## src/rtl/chan_arbiter.sv

```systemverilog
// Four-requester arbiter/sequencer for a shared data channel with registered demux slots.
// Optional build macro CHAN_FIXED_PRIORITY_EN selects lowest-index-wins arbitration.
module chan_arbiter #(
    parameter int unsigned DATA_W      = 4,
    parameter int unsigned HOLD_CYCLES = 4
) (
    input  logic                  clk,
    input  logic                  rst_n,
    input  logic [3:0]            req,
    input  logic [4*DATA_W-1:0]   src_data,
    input  logic [7:0]            dst_sel,
    output logic [3:0]            gnt,
    output logic [3:0]            done,
    output logic [1:0]            mux_sel,
    output logic [1:0]            demux_sel,
    output logic                  chan_en,
    output logic [4*DATA_W-1:0]   dst_data,
    output logic [3:0]            dst_valid,
    output logic                  busy
);

    typedef enum logic [1:0] {StIdle, StXfer, StGap} stateT;

    localparam logic [7:0] HoldInit = 8'(HOLD_CYCLES - 1);

    stateT               stateQ, stateD;
    logic [7:0]          cntQ, cntD;
    logic [1:0]          lastGrantQ, lastGrantD;
    logic [3:0]          gntQ, gntD;
    logic [3:0]          doneQ, doneD;
    logic [1:0]          muxSelQ, muxSelD;
    logic [1:0]          demuxSelQ, demuxSelD;
    logic                chanEnQ, chanEnD;
    logic [4*DATA_W-1:0] dstDataQ, dstDataD;
    logic [3:0]          dstValidQ, dstValidD;
    logic [1:0]          winner;

`ifdef CHAN_FIXED_PRIORITY_EN
    always_comb begin
        winner = 2'd0;
        for (int i = 3; i >= 0; i--) begin
            if (req[i]) winner = 2'(i);
        end
    end
`else
    // Round-robin: scan upward starting just past the previous owner.
    always_comb begin
        logic       found;
        logic [1:0] idx;
        winner = 2'd0;
        found  = 1'b0;
        idx    = 2'd0;
        for (int i = 0; i < 4; i++) begin
            idx = lastGrantQ + 2'(i + 1);
            if (!found && req[idx]) begin
                winner = idx;
                found  = 1'b1;
            end
        end
    end
`endif

    always_comb begin
        stateD     = stateQ;
        cntD       = cntQ;
        lastGrantD = lastGrantQ;
        gntD       = gntQ;
        doneD      = 4'b0000;
        muxSelD    = muxSelQ;
        demuxSelD  = demuxSelQ;
        chanEnD    = chanEnQ;
        unique case (stateQ)
            StIdle: begin
                if (|req) begin
                    stateD    = StXfer;
                    gntD      = 4'b0001 << winner;
                    muxSelD   = winner;
                    demuxSelD = dst_sel[{winner, 1'b0} +: 2];
                    chanEnD   = 1'b1;
                    cntD      = HoldInit;
                end
            end
            StXfer: begin
                // A dropped request ends the hold early and forfeits the done pulse.
                if (!req[muxSelQ] || cntQ == 8'd0) begin
                    stateD     = StGap;
                    doneD      = req[muxSelQ] ? gntQ : 4'b0000;
                    gntD       = 4'b0000;
                    chanEnD    = 1'b0;
                    muxSelD    = 2'd0;
                    demuxSelD  = 2'd0;
                    lastGrantD = muxSelQ;
                end else begin
                    cntD = cntQ - 8'd1;
                end
            end
            StGap: begin
                stateD = StIdle;
            end
            default: begin
                stateD = StIdle;
            end
        endcase
    end

    always_comb begin
        dstDataD  = '0;
        dstValidD = 4'b0000;
        if (chanEnQ) begin
            dstDataD[demuxSelQ*DATA_W +: DATA_W] = src_data[muxSelQ*DATA_W +: DATA_W];
            dstValidD = 4'b0001 << demuxSelQ;
        end
    end

    always_ff @(posedge clk or negedge rst_n) begin
        if (!rst_n) begin
            stateQ     <= StIdle;
            cntQ       <= 8'd0;
            lastGrantQ <= 2'd3;
            gntQ       <= 4'b0000;
            doneQ      <= 4'b0000;
            muxSelQ    <= 2'd0;
            demuxSelQ  <= 2'd0;
            chanEnQ    <= 1'b0;
            dstDataQ   <= '0;
            dstValidQ  <= 4'b0000;
        end else begin
            stateQ     <= stateD;
            cntQ       <= cntD;
            lastGrantQ <= lastGrantD;
            gntQ       <= gntD;
            doneQ      <= doneD;
            muxSelQ    <= muxSelD;
            demuxSelQ  <= demuxSelD;
            chanEnQ    <= chanEnD;
            dstDataQ   <= dstDataD;
            dstValidQ  <= dstValidD;
        end
    end

    assign gnt       = gntQ;
    assign done      = doneQ;
    assign mux_sel   = muxSelQ;
    assign demux_sel = demuxSelQ;
    assign chan_en   = chanEnQ;
    assign dst_data  = dstDataQ;
    assign dst_valid = dstValidQ;
    assign busy      = (stateQ != StIdle);

endmodule

```

## config.mk

```make
export PLATFORM = sky130hd
export DESIGN_NAME = chan_arbiter
export DESIGN_NICKNAME = d
export VERILOG_FILES = /design/src/rtl/chan_arbiter.sv
export SDC_FILE = /design/constraint.sdc
export NUM_CORES = 1
export LEC_CHECK = 0
export BUFFER_PORTS_ARGS = -buffer_cell sky130_fd_sc_hd__buf_2
export CAP_MARGIN = 20
export CELL_PAD_IN_SITES_DETAIL_PLACEMENT = 1
export CELL_PAD_IN_SITES_GLOBAL_PLACEMENT = 2
export CORE_MARGIN = 2
export CORE_UTILIZATION = 33
export DETAILED_ROUTE_END_ITERATION = 10
export PLACE_DENSITY = 0.83
export SYNTH_ARGS = -nofsm -noshare
export SYNTH_HDL_FRONTEND = slang
export SYNTH_SLANG_ARGS = --single-unit
```

## constraint.sdc

```tcl
create_clock -name clk -period 6.4 [get_ports clk]
set_input_delay 0.32 -clock clk [delete_from_list [all_inputs] [get_ports clk]]
set_output_delay 0.32 -clock clk [all_outputs]
set_load 0.03 [all_outputs]
```

==> results.sh <==
export IMPL_synthArstFlopShare_pct=100
export IMPL_postCtsHoldBufs=0
export IMPL_cts_root_buffer="clkbuf_8"
export IMPL_vias=1611
export IMPL_viasPerCell=4.84
export IMPL_criticalPathCategory="reg -> reg"
export IMPL_skew_ps=5.76
export IMPL_wl_per_cell_um=15.6
export IMPL_cts_sinks=45
export IMPL_powerDensity_mw_per_mm2=425
export IMPL_grt_total_usage_pct=15.7
export IMPL_synth_seq_cells=45
export IMPL_yosys_area_share_simple_pct=19.3
export IMPL_yosysSeqAreaShare_pct=54.4
export IMPL_cts_setup_buffers=0
export IMPL_slowest_stage="a311o_1"
export IMPL_clkLatencyLatePin_ps=300
export IMPL_core_area_mm2=0.00599
export IMPL_grt_pass1_vias=1646
export IMPL_die_x_um=83.3
export IMPL_synthCells=191
export IMPL_ys_flop_type="dfrtp_1"
export IMPL_reg2reg_depth=6
export IMPL_cts_buffer_depth=2
export IMPL_p_int_uw=638
export IMPL_hold_path_class="in -> async"
export IMPL_start_util_pct=34.6
export IMPL_seqCellArea_mm2=0.00113
export IMPL_dieHeight_um=83.3
export IMPL_place_congestion=0.735
export IMPL_htreeDepth=2
export IMPL_synth_cell_types=43
export IMPL_syn_area_mm2=0.00207
export IMPL_drt_iter0_drc=71
export IMPL_numCtsBuffers=5
export IMPL_ant_nets=0
export IMPL_switchingPower_uw=456
export IMPL_peakVddDrop_mv=0.147
export IMPL_yosys_warnings=0
export IMPL_drive_gt1_share_pct=33.3
export IMPL_die_area_mm2=0.00693
export IMPL_fin_setup_tns_ps=0
export IMPL_status="finished clean"
export IMPL_antenna_found_initial=0
export IMPL_fp_row_count=28
export IMPL_cp_required_ps=6590
export IMPL_synth_compound_area_share_pct=10.2
export IMPL_sequentialPowerShare_pct=39.0
export IMPL_instances_no_fill=333
export IMPL_crit_arrival_ps=2380
export IMPL_critPathMaxStageDelay_ps=490
export IMPL_synth_top_family_by_area="simple AND/OR/NAND/NOR gates"
export IMPL_synth_avg_cell_area_um2=10.9
export IMPL_ioPinCount=64
export IMPL_wl_mm=5.20
export IMPL_dpl_cell_count=325
export IMPL_cts_resized=0
export IMPL_cp_end_kind="register"
export IMPL_holdWs_ps=187
export IMPL_worst_path_stages=6
export IMPL_drc=0
export IMPL_syn2layout_area_growth_pct=24.3
export IMPL_setup_viol_count_final=0
export IMPL_min_period_ps=2190
export IMPL_synth_xor_area_share_pct=0.845
export IMPL_maxSlewViolCount=0
export IMPL_swShare_pct=41.7
export IMPL_nets=294
export IMPL_path_clk_slew_ps=80
export IMPL_fin_crit_sh_pct=34.2
export IMPL_slew_headroom_pct=34.1
export IMPL_pwr_share_clk_pct=20.3
export IMPL_synth_area_mux_share_pct=8.69
export IMPL_cap_violations=0
export IMPL_cts_tree="done"
export IMPL_p_leak_uw=0.00137
export IMPL_worstPathMaxFanout=9
export IMPL_comb_power_share_pct=40.8
export IMPL_io_buffers=63
export IMPL_cp_cell_sequence="inv_1, ha_1, or3b_2, or2_4, a311o_1, a32o_1"
export IMPL_dpl_hpwl_mm=3.98
export IMPL_synth_edff_count=0
export IMPL_multi_input_area_um2=896
export IMPL_drtPass1Iterations=4
export IMPL_startpoint_type="register"
export IMPL_grt_pass1_wl_mm=8.51
export IMPL_grt_overflow=0
export IMPL_fillers=705
export IMPL_critPathBufInv=1
export IMPL_synth_adder_area_share_pct=4.22
export IMPL_tightest_slew_ps=989
export IMPL_hold_viol_final=0
export IMPL_diodes=0
export IMPL_grt_max_degree=46
export IMPL_clock_fmax_mhz=457
export IMPL_rsz0062_at_grt="no"
export IMPL_cp_top_family="compound AO/OA/AOI/OAI gates"
export IMPL_syn_nets=228
[cells in the final DEF, fill, tap and decap left out, types with 7 or more instances in the layout]
cell and instances:
and2_1 17, buf_2 63, dfrtp_1 43, ha_1 7
inv_1 7, mux2i_1 9, nand2_1 24, nor2_1 19
o21ai_0 10
[synthesized netlist by cell type (2+ instances only)]
library cell	instances	area (um2)
clkbuf_1	2	7.51
o21ai_0	10	50.1
inv_1	7	26.3
a21oi_1	3	15.0
and2_1	17	106
nor2_1	19	71.3
nand3_1	5	25.0
xor2_1	2	17.5
or2_2	2	12.5
mux2i_1	9	90.1
ha_1	7	87.6
o21a_1	4	30.0
dfstp_2	2	52.6
o221ai_1	2	17.5
nand2_1	24	90.1
dfrtp_1	43	1080
mux2_2	6	67.6
nand2b_1	2	12.5
[per-stage QoR]
| step | setup slack (ps) | total power [uW] | cell area [um2] | utilization (%) |
|---|---|---|---|---|
| 2_1_floorplan | 4340 | 748 | 2070 | - |
| 3_3_place_gp | 4260 | 870 | 2460 | 41.1 |
| 3_5_place_dp | 4210 | 885 | 2460 | 41.1 |
| 4_1_cts | 4190 | 1110 | 2580 | 43.0 |
| 5_1_grt | 4040 | 1180 | 2580 | 43.0 |
| 6_report | 4210 | 1090 | 2580 | 43.0 |
[flip-flops by register name, summed over array words and instances, names as in the netlist]
register	flops
stateQ	2
gnt	4
done	4
cntQ	8
dst_data	16
dst_valid	4
demux_sel	2
chan_en	1
lastGrantQ	2
mux_sel	2
[final cells by class]
class,instances,share of cell area [%]
clock buffers,7,3.35
well taps,75,3.64
repair buffers,63,12.2
flip-flops and latches,45,43.8
multi-input cells,135,34.8
inverters,7,1.02
clock inverters,1,1.17
[cells by family after synthesis]
family,after synthesis
simple gates,79
flops,45
compound gates,31
mux,16
buf+inv,11
fa+ha+maj,7
xor+xnor,2
[power by group through the flow]
stage | logic [uW] | registers (uW) | clock network, uW
after floorplan | 269 | 479 | 0
after global placement | 438 | 431 | 0
after detailed placement | 452 | 434 | 0
after CTS | 454 | 429 | 228
after global routing | 500 | 440 | 239
final | 446 | 426 | 222
[routing by layer]
metal,up-vias,track usage [%],routed length [um]
met5,-,0,0
met1,784,20.2,2320
met4,0,5.37,74
met2,38,25.8,2580
met3,5,3.68,226
li1,784,-,-
[worst paths after layout]
kind / start / end / slack (ps)
worst max-delay path: cntQ[0] / gnt[1] / 4210
worst min-delay path: rst_n / stateQ[0] / 190
worst max register to register: cntQ[0] / gnt[1] / 4210
worst min register to register: cntQ[0] / cntQ[0] / 500
max in group asynchronous: rst_n / dst_data[10] / 5610
min in group clk: dst_sel[5] / demux_sel[1] / 350
No activity file was read; power rests on OpenSTA's default activity.
